==> src/rtl/mem_dump_engine_pkg.sv <==
// Shared types and constants for the memory-dump sequencer.
package mem_dump_engine_pkg;

    typedef enum logic [1:0] {
        IDLE,
        REQ,
        HOLD,
        DONE
    } dump_state_t;

    // Word reported in place of RAM data when a read never completes.
    localparam logic [31:0] DUMP_BADWORD = 32'hBAADF00D;

    function automatic int unsigned cnt_width(input int unsigned n);
        return (n > 1) ? $clog2(n) : 1;
    endfunction

endpackage

==> src/rtl/mem_dump_engine_if.sv <==
// RAM read port plus the outgoing dump stream; master is the engine side.
interface mem_dump_engine_if #(
    parameter int ADDR_W = 32,
    parameter int WORD_W = 32
);

    logic              mem_owner;
    logic [ADDR_W-1:0] ram_addr;
    logic              ram_ren;
    logic [WORD_W-1:0] ram_load;
    logic              ram_ready;
    logic              dump_valid;
    logic              dump_ready;
    logic [ADDR_W-1:0] dump_addr;
    logic [WORD_W-1:0] dump_data;

    modport master (
        output mem_owner,
        output ram_addr,
        output ram_ren,
        input  ram_load,
        input  ram_ready,
        output dump_valid,
        input  dump_ready,
        output dump_addr,
        output dump_data
    );

    modport slave (
        input  mem_owner,
        input  ram_addr,
        input  ram_ren,
        output ram_load,
        output ram_ready,
        input  dump_valid,
        output dump_ready,
        input  dump_addr,
        input  dump_data
    );

endinterface

==> src/rtl/mem_dump_engine.sv <==
// Walks a RAM window one word at a time once started and streams each word out
// as addr/data on a valid/ready channel, owning the RAM port while busy.
module mem_dump_engine
    import mem_dump_engine_pkg::*;
#(
    parameter int              WORD_W    = 32,
    parameter int              ADDR_W    = 32,
    parameter int              NUM_WORDS = 1500,
    parameter logic [ADDR_W-1:0] BASE_ADDR = '0,
    parameter int              STRIDE    = 4,
    parameter int              TIMEOUT   = 255
) (
    input  logic CLK,
    input  logic nRST,
    input  logic start,
    output logic busy,
    output logic done,
    output logic err,
    mem_dump_engine_if.master bus
);

    localparam int CNT_W  = cnt_width(NUM_WORDS);
    localparam int WAIT_W = cnt_width(TIMEOUT);

    dump_state_t       state;
    logic [ADDR_W-1:0] addr_q;
    logic [CNT_W-1:0]  cnt;
    logic [WAIT_W-1:0] wait_cnt;

    // The wait counter expiring and ram_ready arriving on the same edge still takes the real data.
    always_ff @(posedge CLK) begin
        if (!nRST) begin
            state          <= IDLE;
            addr_q         <= BASE_ADDR;
            cnt            <= '0;
            wait_cnt       <= '0;
            err            <= 1'b0;
            busy           <= 1'b0;
            done           <= 1'b0;
            bus.mem_owner  <= 1'b0;
            bus.ram_ren    <= 1'b0;
            bus.ram_addr   <= '0;
            bus.dump_valid <= 1'b0;
            bus.dump_addr  <= '0;
            bus.dump_data  <= '0;
        end else begin
            case (state)
                IDLE, DONE: begin
                    if (start) begin
                        state         <= REQ;
                        addr_q        <= BASE_ADDR;
                        cnt           <= '0;
                        wait_cnt      <= '0;
                        err           <= 1'b0;
                        done          <= 1'b0;
                        busy          <= 1'b1;
                        bus.mem_owner <= 1'b1;
                        bus.ram_ren   <= 1'b1;
                        bus.ram_addr  <= BASE_ADDR;
                    end
                end
                REQ: begin
                    if (bus.ram_ready || (wait_cnt == WAIT_W'(TIMEOUT - 1))) begin
                        state          <= HOLD;
                        bus.ram_ren    <= 1'b0;
                        bus.ram_addr   <= '0;
                        bus.dump_valid <= 1'b1;
                        bus.dump_addr  <= addr_q;
                        if (bus.ram_ready) begin
                            bus.dump_data <= bus.ram_load;
                        end else begin
                            bus.dump_data <= WORD_W'(DUMP_BADWORD);
                            err           <= 1'b1;
                        end
                    end else begin
                        wait_cnt <= wait_cnt + WAIT_W'(1);
                    end
                end
                HOLD: begin
                    if (bus.dump_ready) begin
                        bus.dump_valid <= 1'b0;
                        bus.dump_addr  <= '0;
                        bus.dump_data  <= '0;
                        if (cnt == CNT_W'(NUM_WORDS - 1)) begin
                            state         <= DONE;
                            busy          <= 1'b0;
                            bus.mem_owner <= 1'b0;
                            done          <= 1'b1;
                        end else begin
                            state        <= REQ;
                            addr_q       <= addr_q + ADDR_W'(STRIDE);
                            cnt          <= cnt + CNT_W'(1);
                            wait_cnt     <= '0;
                            bus.ram_ren  <= 1'b1;
                            bus.ram_addr <= addr_q + ADDR_W'(STRIDE);
                        end
                    end
                end
                default: state <= IDLE;
            endcase
        end
    end

endmodule

==> src/flat_wrapper.sv <==
// flat-port wrapper written by rule: the top's interface ports become plain ports
module mem_dump_engine_flat import mem_dump_engine_pkg::*;
#(
    parameter int              WORD_W    = 32,
    parameter int              ADDR_W    = 32,
    parameter int              NUM_WORDS = 1500,
    parameter logic [ADDR_W-1:0] BASE_ADDR = '0,
    parameter int              STRIDE    = 4,
    parameter int              TIMEOUT   = 255
)
  (CLK, nRST, start, busy, done, err, bus_mem_owner, bus_ram_addr, bus_ram_ren, bus_ram_load, bus_ram_ready, bus_dump_valid, bus_dump_ready, bus_dump_addr, bus_dump_data);
  mem_dump_engine_if #(.ADDR_W(ADDR_W), .WORD_W(WORD_W)) bus_i ();
  input  logic CLK;
  input  logic nRST;
  input  logic start;
  output logic busy;
  output logic done;
  output logic err;
  output wire logic [$bits(bus_i.mem_owner)-1:0] bus_mem_owner;
  output wire logic [$bits(bus_i.ram_addr)-1:0] bus_ram_addr;
  output wire logic [$bits(bus_i.ram_ren)-1:0] bus_ram_ren;
  input wire logic [$bits(bus_i.ram_load)-1:0] bus_ram_load;
  input wire logic [$bits(bus_i.ram_ready)-1:0] bus_ram_ready;
  output wire logic [$bits(bus_i.dump_valid)-1:0] bus_dump_valid;
  input wire logic [$bits(bus_i.dump_ready)-1:0] bus_dump_ready;
  output wire logic [$bits(bus_i.dump_addr)-1:0] bus_dump_addr;
  output wire logic [$bits(bus_i.dump_data)-1:0] bus_dump_data;
  assign bus_mem_owner = bus_i.mem_owner;
  assign bus_ram_addr = bus_i.ram_addr;
  assign bus_ram_ren = bus_i.ram_ren;
  assign bus_i.ram_load = bus_ram_load;
  assign bus_i.ram_ready = bus_ram_ready;
  assign bus_dump_valid = bus_i.dump_valid;
  assign bus_i.dump_ready = bus_dump_ready;
  assign bus_dump_addr = bus_i.dump_addr;
  assign bus_dump_data = bus_i.dump_data;
  mem_dump_engine #(.WORD_W(WORD_W), .ADDR_W(ADDR_W), .NUM_WORDS(NUM_WORDS), .BASE_ADDR(BASE_ADDR), .STRIDE(STRIDE), .TIMEOUT(TIMEOUT)) u_core (.CLK(CLK), .nRST(nRST), .start(start), .busy(busy), .done(done), .err(err), .bus(bus_i));
endmodule
==> config.mk <==
export PLATFORM = sky130hd
export DESIGN_NAME = mem_dump_engine_flat
export DESIGN_NICKNAME = d
export VERILOG_FILES = /design/src/rtl/mem_dump_engine_pkg.sv /design/src/rtl/mem_dump_engine_if.sv /design/src/rtl/mem_dump_engine.sv /design/src/flat_wrapper.sv
export SDC_FILE = /design/constraint.sdc
export NUM_CORES = 1
export LEC_CHECK = 0
export BUFFER_PORTS_ARGS = -buffer_cell sky130_fd_sc_hd__buf_2
export CORE_ASPECT_RATIO = 1.4
export CORE_UTILIZATION = 49
export CTS_CLUSTER_SIZE = 24
export DETAILED_ROUTE_END_ITERATION = 7
export MAX_ROUTING_LAYER = met4
export PLACE_DENSITY = 0.76
export SLEW_MARGIN = 20
export SYNTH_ARGS = -nofsm -noshare
export SYNTH_HDL_FRONTEND = slang
export SYNTH_SLANG_ARGS = --single-unit
==> constraint.sdc <==
create_clock -name CLK -period 2.2 [get_ports CLK]
set_clock_uncertainty 0.2 [all_clocks]
set_input_delay 0.44 -clock CLK [delete_from_list [all_inputs] [get_ports CLK]]
set_output_delay 0.44 -clock CLK [all_outputs]
set_load 0.05 [all_outputs]
==> run summary, run 1 <==
The tools report the clock root buffer as sky130_fd_sc_hd__clkbuf_16. The worst setup path is launched from a flip-flop. Highest clock rate: 0.4528 GHz.

The worst setup path is captured at a flip-flop. The run gives -0.1263 ns as the placement-stage worst setup slack. Final hold analysis gives a worst-case slack of 0.05930 ns. For the worst setup path, the data required time is 2.30 ns. For the worst setup path, the data arrival time is 2.30 ns. Counting every instance in the synthesized netlist gives 765. The number of DRC markers in iteration 0 came out at 499.

Post-synthesis sequential area ratio: 45.39%. The routed via count is 6544. For this run, the number of Yosys warnings is 0.

In this run the static leakage power is 3.631 nW. The number of slew-limit violations in the final report is 0. At the later pin of the worst-skew pair, clock insertion delay measures 0.42 ns. The run finished, with violations left.

The critical path is of the flip-flop to flip-flop type. The floorplan step defined a die boundary enclosing 0.01388 mm2. In this run the register-to-register setup slack is -0.009 ns. The share of the cycle needed by the critical path after routing came out at 100.4%. The detail route stage leaves a number of antenna-violating nets equal to 0. The initial utilization of the core area, before any placement, comes to 50.80%.

The signal on the critical path passes through ha_1 -> nand2_2 -> or4_4 -> o21a_1 -> o211ai_1 -> a21oi_1. The initial antenna violation count is 0, and the number of placed I/O pins is 139. After legalization and detailed placement, the total HPWL measured 13040 um. Entering global routing, the biggest net connects 54 pins. The tools report the final count of hold timing violations as 0. Dividing the detail-routed wire length by the instance count gives 16.61 um. Post-synthesis to final-layout area growth: 31.80%. The count of buffers added on input and output ports is 136. The number of failing setup endpoints in the final timing report is 1. The clock period minus final worst setup slack was 2.209 ns.

Dividing the synthesized area by the synthesized cell count gives 8.590 um2. The share of flip-flops with an asynchronous set or reset after synthesis came out at 0%. The number of rows in the core area is 49. For the maximum level of the CTS H-tree, the log shows 4.

Setup repair after global routing could not meet its margin everywhere. In the routed layout, each cell is associated on average with a via count of 5.745. The total power density per cell area was 800.6 mW/mm2; the weighted congestion reported at the end of routability-driven placement was 0.9166. The number of placed instances, taps included was 1102. IR analysis of the VDD net gives a maximum drop of 0.5324 mV. TritonCTS built the clock tree. The slowest cell on the critical path is sky130_fd_sc_hd__or4_4.

The most used flip-flop cell after synthesis was sky130_fd_sc_hd__dfxtp_1. The run gives 5 as the first-pass detailed-route iteration total. The worst-path maximum fanout was 8; the vertical extent of the die was 139.0 um. The final layout contains 992 nets. In the global route stage, met2 resource usage came out at 45.59%. The width of the die came out at 99.88 um. Hold repair after CTS inserted 0 buffers. The peak-usage layer in the global routing report is met2. The tools report the total track usage as 27.58%. The overflow left after global routing came out at 0.

The wire length of the first global-routing pass is 29610 um, and the remaining design rule violation count is 0. Global routing consumed, on the met1 layer, 31.88% of the routing resources. The path class of the tightest hold or removal check is input pin to flip-flop. The checks that failed: negative setup slack.

In the layout the commonest cells are 146 x sky130_fd_sc_hd__dfxtp_1, 136 x sky130_fd_sc_hd__buf_2, 82 x sky130_fd_sc_hd__nand2_1, 82 x sky130_fd_sc_hd__buf_4, 71 x sky130_fd_sc_hd__nor2_1. Wires add up to 18920 um. The total area inside the core boundary comes to 0.01294 mm2. The clock drives 149 sinks. The clock-pin slew on the worst setup and hold paths was 0.07 ns. The number of clock buffers added by TritonCTS is 17. After synthesis the cells add up to 0.006571 mm2.

The run gives 2 as the buffer levels on the longest clock path. Across the run, the number of max-cap violations was 0. In this run, synthesis inferred 0 flip-flops with an integrated enable. The tools report the final antenna diode count as 0.

Counting distinct cell types in the post-synthesis netlist gives 68. The met3 usage is 4.688%, and the critical path's largest stage delay is 0.61 ns. The synthesized design contains 149 register bits. The worst setup margin was -0.008590 ns; the layout cell share with drive strength beyond 1 was 31.32%. The leading cell type in the layout, fill and taps excluded is sky130_fd_sc_hd__dfxtp_1. For the number of global-route vias before repair, the log shows 5984. Leaving out filler cells and counting taps, the final layout contains 1139.
## metal layers
layer  up-vias  share of wire (%)
li1       3145                  -
met1      3123                 40
met2       229                 51
met3        47                4.9
met4         0                3.5
met5         -                  0
## what timing repair did
action | CTS | global route
gates cloned | 0 | 1
setup endpoints to repair | 19 | 77
resized for setup | 4 | 28
pin swaps | 1 | 10
setup buffers | 0 | 4
## cell usage after synthesis (4+ instances only)
| library cell | number | area (um2) |
|---|---|---|
| sky130_fd_sc_hd__a32o_1 | 4 | 40.04 |
| sky130_fd_sc_hd__nand4_1 | 16 | 100.1 |
| sky130_fd_sc_hd__o211ai_1 | 6 | 45.04 |
| sky130_fd_sc_hd__o221ai_1 | 6 | 52.55 |
| sky130_fd_sc_hd__a211oi_1 | 4 | 30.03 |
| sky130_fd_sc_hd__buf_2 | 12 | 60.06 |
| sky130_fd_sc_hd__mux2i_1 | 6 | 60.06 |
| sky130_fd_sc_hd__o21ai_0 | 27 | 135.1 |
| sky130_fd_sc_hd__nor3_1 | 13 | 65.06 |
| sky130_fd_sc_hd__a21oi_1 | 51 | 255.2 |
| sky130_fd_sc_hd__a22oi_1 | 47 | 352.8 |
| sky130_fd_sc_hd__nor2_1 | 76 | 285.3 |
| sky130_fd_sc_hd__o2bb2ai_1 | 5 | 43.79 |
| sky130_fd_sc_hd__nor2b_1 | 4 | 25.02 |
| sky130_fd_sc_hd__clkbuf_1 | 42 | 157.7 |
| sky130_fd_sc_hd__xnor2_1 | 13 | 113.9 |
| sky130_fd_sc_hd__ha_1 | 7 | 87.58 |
| sky130_fd_sc_hd__dfxtp_1 | 149 | 2983 |
| sky130_fd_sc_hd__nand4b_1 | 5 | 43.79 |
| sky130_fd_sc_hd__and3_1 | 12 | 75.07 |
| sky130_fd_sc_hd__buf_4 | 4 | 30.03 |
| sky130_fd_sc_hd__and4_1 | 7 | 61.31 |
| sky130_fd_sc_hd__a31oi_1 | 5 | 31.28 |
| sky130_fd_sc_hd__nand3_1 | 50 | 250.2 |
| sky130_fd_sc_hd__nand2_1 | 86 | 322.8 |
| sky130_fd_sc_hd__nor4_1 | 6 | 37.54 |
| sky130_fd_sc_hd__or3_1 | 4 | 25.02 |
| sky130_fd_sc_hd__inv_1 | 14 | 52.55 |
| sky130_fd_sc_hd__o31ai_1 | 10 | 75.07 |
| sky130_fd_sc_hd__xor2_1 | 11 | 96.34 |
| sky130_fd_sc_hd__a22o_1 | 8 | 70.07 |
## where the power goes
part           switching [mW]  total [mW]  internal, mW
clock network            1.28        2.78          1.50
registers              0.0350        2.81          2.77
logic                   0.906        1.35         0.445
## per-stage QoR
step / TNS (ns) / util, % / total power [mW] / cell area [um2]
after floorplan: 0 / - / 3.652 / 6589
after global placement: -0.2448 / 61.14 / 4.099 / 7909
after CTS: -0.008233 / 65.60 / 6.866 / 8486
after global routing: -0.3811 / 66.95 / 7.198 / 8661
after detailed placement: -1.020 / 61.14 / 4.110 / 7909
final: -0.008590 / 66.95 / 6.934 / 8661
## flip-flops by register name, summed over array words and instances, names as in the netlist
name                   count
u_core.addr_q             30
u_core.done                1
u_core.bus.ram_ren         1
u_core.wait_cnt            8
u_core.bus.dump_data      32
u_core.bus.mem_owner       1
u_core.bus.dump_valid      1
u_core.state               2
u_core.err                 1
u_core.bus.dump_addr      31
u_core.cnt                11
u_core.bus.ram_addr       30
## cell families after synthesis
kind of cell / count (synthesis) / share of synthesized area, %
adders and majority gates: 7 / 1.333
other: 1 / 0.05707
AOI/OAI and AO/OA: 194 / 19.76
and+or+nand+nor: 305 / 24.03
buffers and inverters: 77 / 4.969
DFF: 149 / 45.39
muxes: 8 / 1.257
xor gates and xnor gates: 24 / 3.199
## worst paths after layout
check | end | cells after the start | start
worst max-delay path | u_core.bus.ram_addr[16] | 6 | u_core.addr_q[3]
worst max register to register | u_core.bus.ram_addr[16] | 6 | u_core.addr_q[3]
worst min register to register | u_core.bus.dump_data[25] | 2 | u_core.bus.dump_data[25]
worst min-delay path | u_core.bus.dump_data[10] | 3 | bus_ram_load[10]
## worst max-delay path, delay by kind of cell (launching register included)
family | cells | cell delay, ns
AND/OR/NAND/NOR | 2 | 0.69
AO/OA/AOI/OAI | 3 | 0.68
flip-flops | 1 | 0.33
adder cells (fa/ha/maj) | 1 | 0.18
## final cells by class
type                            instances  area (um2)
Tap cell                              178       222.7
Sequential cell                       149        2987
Multi-Input combinational cell        540        3407
Clock buffer                           18       429.2
Fill cell                            1054        4275
Inverter                               15       56.30
Timing Repair Buffer                  225        1424
Clock inverter                         14       135.1
No activity file was read; power rests on OpenSTA's default activity.
==> run 2: changes to the inputs <==
TNS_END_PERCENT = 20   (was unset)
==> run 2 against run 1 <==
Net effect:
- the flow still finishes with violations (negative setup slack)
- critical path depth increased by 1
- cell count barely moved
- via count is 0.49% lower
- die area unchanged
- sequential share of layout area about the same
- sequential cell count unchanged
- utilization about the same
- first-iteration DRC count shrank 14%
- non-clock buffer count grew 2
- highest routed layer unchanged
==> run summary, run 2 (synthesis results as in run 1) <==
The library cell used most frequently in the layout, excluding fill and tap cells, is sky130_fd_sc_hd__dfxtp_1. The reg-to-reg startpoint is u_core.cnt[0]. The type of the worst setup path was flip-flop to flip-flop. Using the TritonRoute via totals, the vias-per-cell ratio works out to 5.712. The run gives 0.42 ns as the clock latency reported for the late side of the worst-skew pair. The final design instance area without fill was 0.008657 mm2. The flow ran to the end, but the final reports show violations. Measured along the y axis, the die boundary spans 139.0 um. Entering global routing, the biggest net connects 57 pins. The placed wire-length estimate after detailed placement was 13010 um. In this run, post-CTS hold repair placed 0 buffers. The logs give 0 for the number of slew-limit violations in the final report and 6512 for the routed via count. Cell leakage power: 3.645 nW. The placement-stage cell area was 0.007951 mm2; the layout cell share with drive strength beyond 1 was 30.35%. The register with the most flip-flops in the layout has 32 of them. The total CTS buffers is 17, and the number of global-route vias before repair is 6124.

The worst path in the final design needs a cycle of 2.236 ns, including I/O delays and setup. The number of port buffers was 136. The final count of hold timing violations is 0. At the end of the flow, the number of nets in the layout was 994. The tools report the area of the core as 0.01294 mm2. The met1 usage was 31.87%.

Capturing element type of the critical path: a flip-flop. The maximum level of the CTS H-tree was 4; the met3 usage was 4.940%. The share of the cycle needed by the critical path after routing is 101.6%, and the maximum ir drop on the vdd rail is 0.5000 mV. Across the run, the number of max-cap violations was 0.

The wire length per cell after detailed routing is 16.54 um. The endpoint arrival time on the critical path is 2.38 ns. The register with the most flip-flops in the final layout is u_core.bus.dump_data. The capturing point of the worst reg2reg path is u_core.wait_cnt[2]. The number of placed I/O pins was 139; the post-synthesis to final-layout area growth was 31.74%. The pre-antenna-repair detailed-routing pass consisted of 5 iterations. The design draws 7.102 mW.

For the slack of the worst reg-to-reg path, the log shows -0.04 ns. The largest registers in the layout are u_core.bus.dump_data (32), u_core.bus.dump_addr (31). End point of the most critical hold path: u_core.bus.dump_data[9].

Global routing used 28.34% of the available tracks. Die area: 0.01388 mm2. Cell depth of the worst flop-to-flop path: 7. The run gives 66.92% as the final core area utilization.

STA classifies the critical path startpoint as a flip-flop. Data on the critical path is required at its endpoint by 2.35 ns. Worst-path maximum fanout: 4. Leaving out fill and tap cells, the most frequent cells in the layout are 149 x sky130_fd_sc_hd__dfxtp_1, 136 x sky130_fd_sc_hd__buf_2, 83 x sky130_fd_sc_hd__nand2_1.

The buffer levels on the longest clock path is 2, and the weighted congestion reported at the end of routability-driven placement is 0.9644. For the number of rows in the core area, the log shows 49. The run gives -0.03604 ns as the worst setup margin. The checks that failed: negative setup slack. The total overflow left after global routing is 0. The tightest hold path in the finished design has a slack of 0.06239 ns. The tools report the clock root buffer as sky130_fd_sc_hd__clkbuf_16. Timing would allow up to 0.4472 GHz.

The final antenna diode count came out at 0. The instance count along the most critical hold path was 3. Leaving out filler cells and counting taps, the final layout contains 1140.

After global routing, the most crowded layer is met2. The number of failing setup endpoints in the final timing report is 1. The number of placed instances, taps included is 1107, and the clock-pin slew on the worst setup and hold paths is 0.07 ns. The startpoint identified for the worst hold timing path is bus_ram_load[9]. Tracing the worst setup path back leads to its startpoint at u_core.cnt[0].

The first routing iteration left 431 violations. In this run the remaining antenna-violating nets after routing total 0. The first global-routing pass estimated 30190 um of wire. The routed wire length is 18850 um. The initial utilization of the core area, before any placement, comes to 50.80%. Setup repair after global routing could not meet its margin everywhere. The total power density per cell area was 820.3 mW/mm2. For the initial antenna violation count, the log shows 0. The remaining design rule violation count came out at 0. Class of the tightest hold or removal check: input pin to flip-flop. TritonCTS built the clock tree.

Global routing used 48.17% of the available met2 tracks. The tree built by TritonCTS fans out to 149 sinks. Measured along the x axis, the die boundary spans 99.88 um.
==> run 2: changes by cell type in the layout (fill, tap and decap cells not counted), sizes merged <==
| cell | before | now |
|---|---|---|
| buf | 224 | 227 |
| clkinv | 4 | 1 |
| bufinv | 0 | 2 |
| clkbuf | 19 | 17 |
| clkinvlp | 2 | 3 |
==> run 2: repair_timing <==
action	in CTS	in global routing
pin swaps	2	5
setup buffers	0	2
endpoints found under the setup margin	19	61
resized for setup	7	16
==> run 2: metal layers <==
layer | share of wire (%) | wire length, um
met1 | 41 | 7637
met2 | 51 | 9609
met3 | 4.9 | 933
met4 | 3.6 | 673
met5 | 0 | 0
==> run 2: layout make-up <==
| type | instances | area, um2 |
|---|---|---|
| Clock inverter | 14 | 166.4 |
| Timing Repair Buffer | 227 | 1441 |
| Inverter | 15 | 56.30 |
| Sequential cell | 149 | 2983 |
| Tap cell | 178 | 222.7 |
| Multi-Input combinational cell | 540 | 3362 |
| Clock buffer | 17 | 425.4 |
| Fill cell | 1060 | 4279 |
==> run 2: how the worst max path moves through the flow <==
stage	cells after the start	slack [ns]	end
2_1_floorplan	7	-0.05	u_core.wait_cnt[2]
3_3_place_gp	7	-0.09	u_core.bus.ram_addr[19]
3_5_place_dp	7	-0.12	u_core.bus.ram_addr[19]
4_1_cts	9	-0.02	u_core.addr_q[30]
5_1_grt	8	-0.11	u_core.bus.ram_addr[6]
6_report	7	-0.04	u_core.wait_cnt[2]
==> run 2: worst max-delay path, stage by stage (launching register included) <==
cell                       delay, ns
sky130_fd_sc_hd__dfxtp_1        0.32
sky130_fd_sc_hd__ha_1           0.21
sky130_fd_sc_hd__nor4bb_2       0.17
sky130_fd_sc_hd__buf_4          0.13
sky130_fd_sc_hd__nand4_1        0.20
sky130_fd_sc_hd__nand2_2        0.14
sky130_fd_sc_hd__or4b_2         0.65
sky130_fd_sc_hd__a31oi_1        0.14
==> run 2: where the power goes <==
group	switching [mW]	internal, mW
Combinational	0.900	0.454
Clock	1.24	1.70
Sequential	0.0381	2.77
==> run 2: stage by stage <==
stage                     setup WS, ns   TNS, ns
final                         -0.03604  -0.03604
after detailed placement       -0.1224    -1.189
after global placement        -0.09085   -0.6824
after floorplan               -0.04723   -0.4298
after global routing           -0.1090    -1.187
after CTS                     -0.01946  -0.03026
==> run 3: changes to the inputs <==
CORE_ASPECT_RATIO = unset   (was 1.4)
==> run 3 against run 2 <==
Net effect:
- the run now ends clean
- die area hardly changed
- setup slack better by 0.075 ns
- sequential share of layout area increased by 0.35 points
- worst hold slack gained 0.00099 ns
- utilization fell by 0.073 points
- sequential cell count did not move
- total power fell by 2.2%
- critical path type unchanged
- critical endpoint is now u_core.bus.ram_addr[25]
- largest cell class unchanged
- largest power group unchanged
==> run summary, run 3 (synthesis results as in run 1) <==
The run finished with clean final reports. Fraction of power consumed by the clock network: 41.4%. The total power density per cell area came out at 810.1 mW/mm2.

The worst hold path was traced through 3 stages. Setup slack on the worst reg-to-reg path comes out at 0.04 ns. VDD sags by at most 0.7749 mV. The met3 usage was 6.153%; the proportion of power drawn by flip-flops and latches was 40.5%. The total area inside the core boundary comes to 0.01282 mm2. STA puts the critical path data arrival time at 2.27 ns. The clock reaches the later pin of the worst-skew pair after 0.42 ns.

Number of placed I/O pins: 139. The register with the most flip-flops in the layout has 32 of them. In the final routed layout, each cell accounts on average for 16.20 um. After filler insertion, the fill cell instance count of the layout stands at 1093. Once layout is complete, the utilization of the core stands at 66.85%. The worst hold slack across all endpoints came out at 0.06338 ns. The switching power summed over all nets is 2.000 mW. Total power for the finished layout comes to 6.945 mW.

The initial utilization of the core area, before any placement, comes to 51.24%. The floorplan step defined a die boundary enclosing 0.01388 mm2. The clock passes through at most 2 buffers. The clock-pin slew on the worst setup and hold paths was 0.06 ns; the total CTS buffers was 17. In the global route stage, overall resource usage came out at 27.53%.

In this run the core area contains 41 standard-cell rows. The register name with the most flops was u_core.bus.dump_data. Max-cap violations in this run came to 0. The congestion estimate from routability-driven global placement came to 0.8784. The number of antenna-violating nets in the routed design was 0. The wire length of the first global-routing pass is 29770 um, and the data required time at the worst endpoint is 2.31 ns. The tools report the normalized max-slew margin as 61.74%.

The final count of hold timing violations is 0. STA classifies the critical path endpoint as a flip-flop. The met2 capacity usage during global routing was 43.05%. The number of vias per cell after detailed routing was 5.723. The run gives 4 as the maximum level of the CTS H-tree. The pin count of the biggest net entering global routing is 56. The layout cell share with drive strength beyond 1 was 29.78%. For the internal portion of total power, the log shows 4.945 mW. The cell depth of the worst flop-to-flop path was 6.

Clock tree synthesis selected as its root buffer the cell sky130_fd_sc_hd__clkbuf_16. In this run the static leakage power is 3.608 nW. The peak-usage layer in the global routing report was met2. For this run, the top clock speed supported by timing is 0.4628 GHz.

The routed design could run at a clock period as short as 2.161 ns. The final critical path takes up 98.22% of the cycle. Setup violations remaining at the end of the flow were counted as 0. Along the worst path, the maximum fanout reaches 8. The leading cell type in the layout, fill and taps excluded is sky130_fd_sc_hd__dfxtp_1.

After the first detailed-routing iteration, the DRC count stood at 477. The finished cells cover 0.008573 mm2. The number of antenna diodes in the final layout is 0.

Setup repair after global routing could not meet its margin everywhere. From synthesis to final layout, the design area changed by 30.46%. Global routing used 34.84% of the available met1 tracks. The count of clock tree sinks is 149. In the final layout, the registers with the most flip-flops are u_core.bus.dump_data (32), u_core.bus.dump_addr (31). The overflow left after global routing is 0.

The worst setup path is launched from a flip-flop. The run gives 0.007879 mm2 as the placement-stage cell area. Detailed placement finished with a half-perimeter wire length of 12710 um. The class of the tightest hold or removal check is input pin to flip-flop. TritonCTS built the clock tree. Summing over every cut layer, the via total after detailed routing is 6461. The floorplan step set the die width to 117.8 um. The final layout contains routed wiring with a total length of 18290 um. Combinational group share of total power: 18.1%. In this run switching power makes up 28.79% of total power. Leaving out fill and tap cells, the most frequent cells in the layout are 148 x sky130_fd_sc_hd__dfxtp_1, 136 x sky130_fd_sc_hd__buf_2, 83 x sky130_fd_sc_hd__nand2_1.

The number of slew-limit violations in the final report came out at 0. The die is 117.8 um tall. During placement, the flow inserted port buffers numbering 136. The run gives 0 as the hold-fix buffer count after cts. In the routed design, unresolved DRC markers number 0. For this run, the detailed router's first-pass iteration total came to 5. The final setup TNS came out at 0 ns. The transition at the pin with the smallest max-transition slack works out to 0.5700 ns. For the number of global-route vias before repair, the log shows 6028. Type of the worst setup path: flip-flop to flip-flop.

The initial antenna violation count is 0, and the count of nets after finishing is 988.
[run 3: metal layers]
metal | vias up | routed length [um]
li1 | 3126 | -
met1 | 3048 | 8193
met2 | 256 | 8524
met3 | 31 | 1260
met4 | 0 | 316
met5 | - | 0
[run 3: critical path, stage by stage (launching register included)]
cell	delay, ns
sky130_fd_sc_hd__dfxtp_1	0.34
sky130_fd_sc_hd__buf_4	0.19
sky130_fd_sc_hd__nand4_1	0.15
sky130_fd_sc_hd__nor4_4	0.54
sky130_fd_sc_hd__nand3_1	0.22
sky130_fd_sc_hd__xnor2_1	0.20
sky130_fd_sc_hd__a22o_1	0.21
[run 3: worst paths after layout]
check,to,from
max,u_core.bus.ram_addr[25],u_core.addr_q[2]
min,u_core.bus.dump_data[1],bus_ram_load[1]
max reg2reg,u_core.bus.ram_addr[25],u_core.addr_q[2]
min reg2reg,u_core.bus.dump_data[12],u_core.bus.dump_data[12]
[run 3: final cells by class]
class	instances	area, um2	area share (%)
Tap cell	172	215.2	2.510
Multi-Input combinational cell	540	3356	39.14
Inverter	15	56.30	0.6567
Clock inverter	8	97.59	1.138
Timing Repair Buffer	221	1373	16.01
Sequential cell	149	2984	34.81
Clock buffer	24	491.7	5.736
[run 3: power groups by stage]
stage / Combinational [mW] / Sequential, mW / Clock [mW]
after floorplan: 0.554 / 3.09 / 0
after global placement: 1.20 / 2.86 / 0
after detailed placement: 1.21 / 2.87 / 0
after CTS: 1.22 / 2.81 / 2.91
after global routing: 1.34 / 2.82 / 3.03
final: 1.26 / 2.81 / 2.88
[run 3: timing repair]
item	4_1_cts	5_1_grt
endpoints found under the setup margin	16	62
setup buffers	0	3
pin swaps	1	7
hold endpoints to repair	0	0
resized for setup	5	16
[run 3: metrics by stage]
step	setup WS, ns	instances
6_report	0.03912	1129
3_3_place_gp	-0.03835	1094
5_1_grt	-0.06494	1129
3_5_place_dp	-0.07790	1094
4_1_cts	-0.008731	1126
2_1_floorplan	-0.04723	766
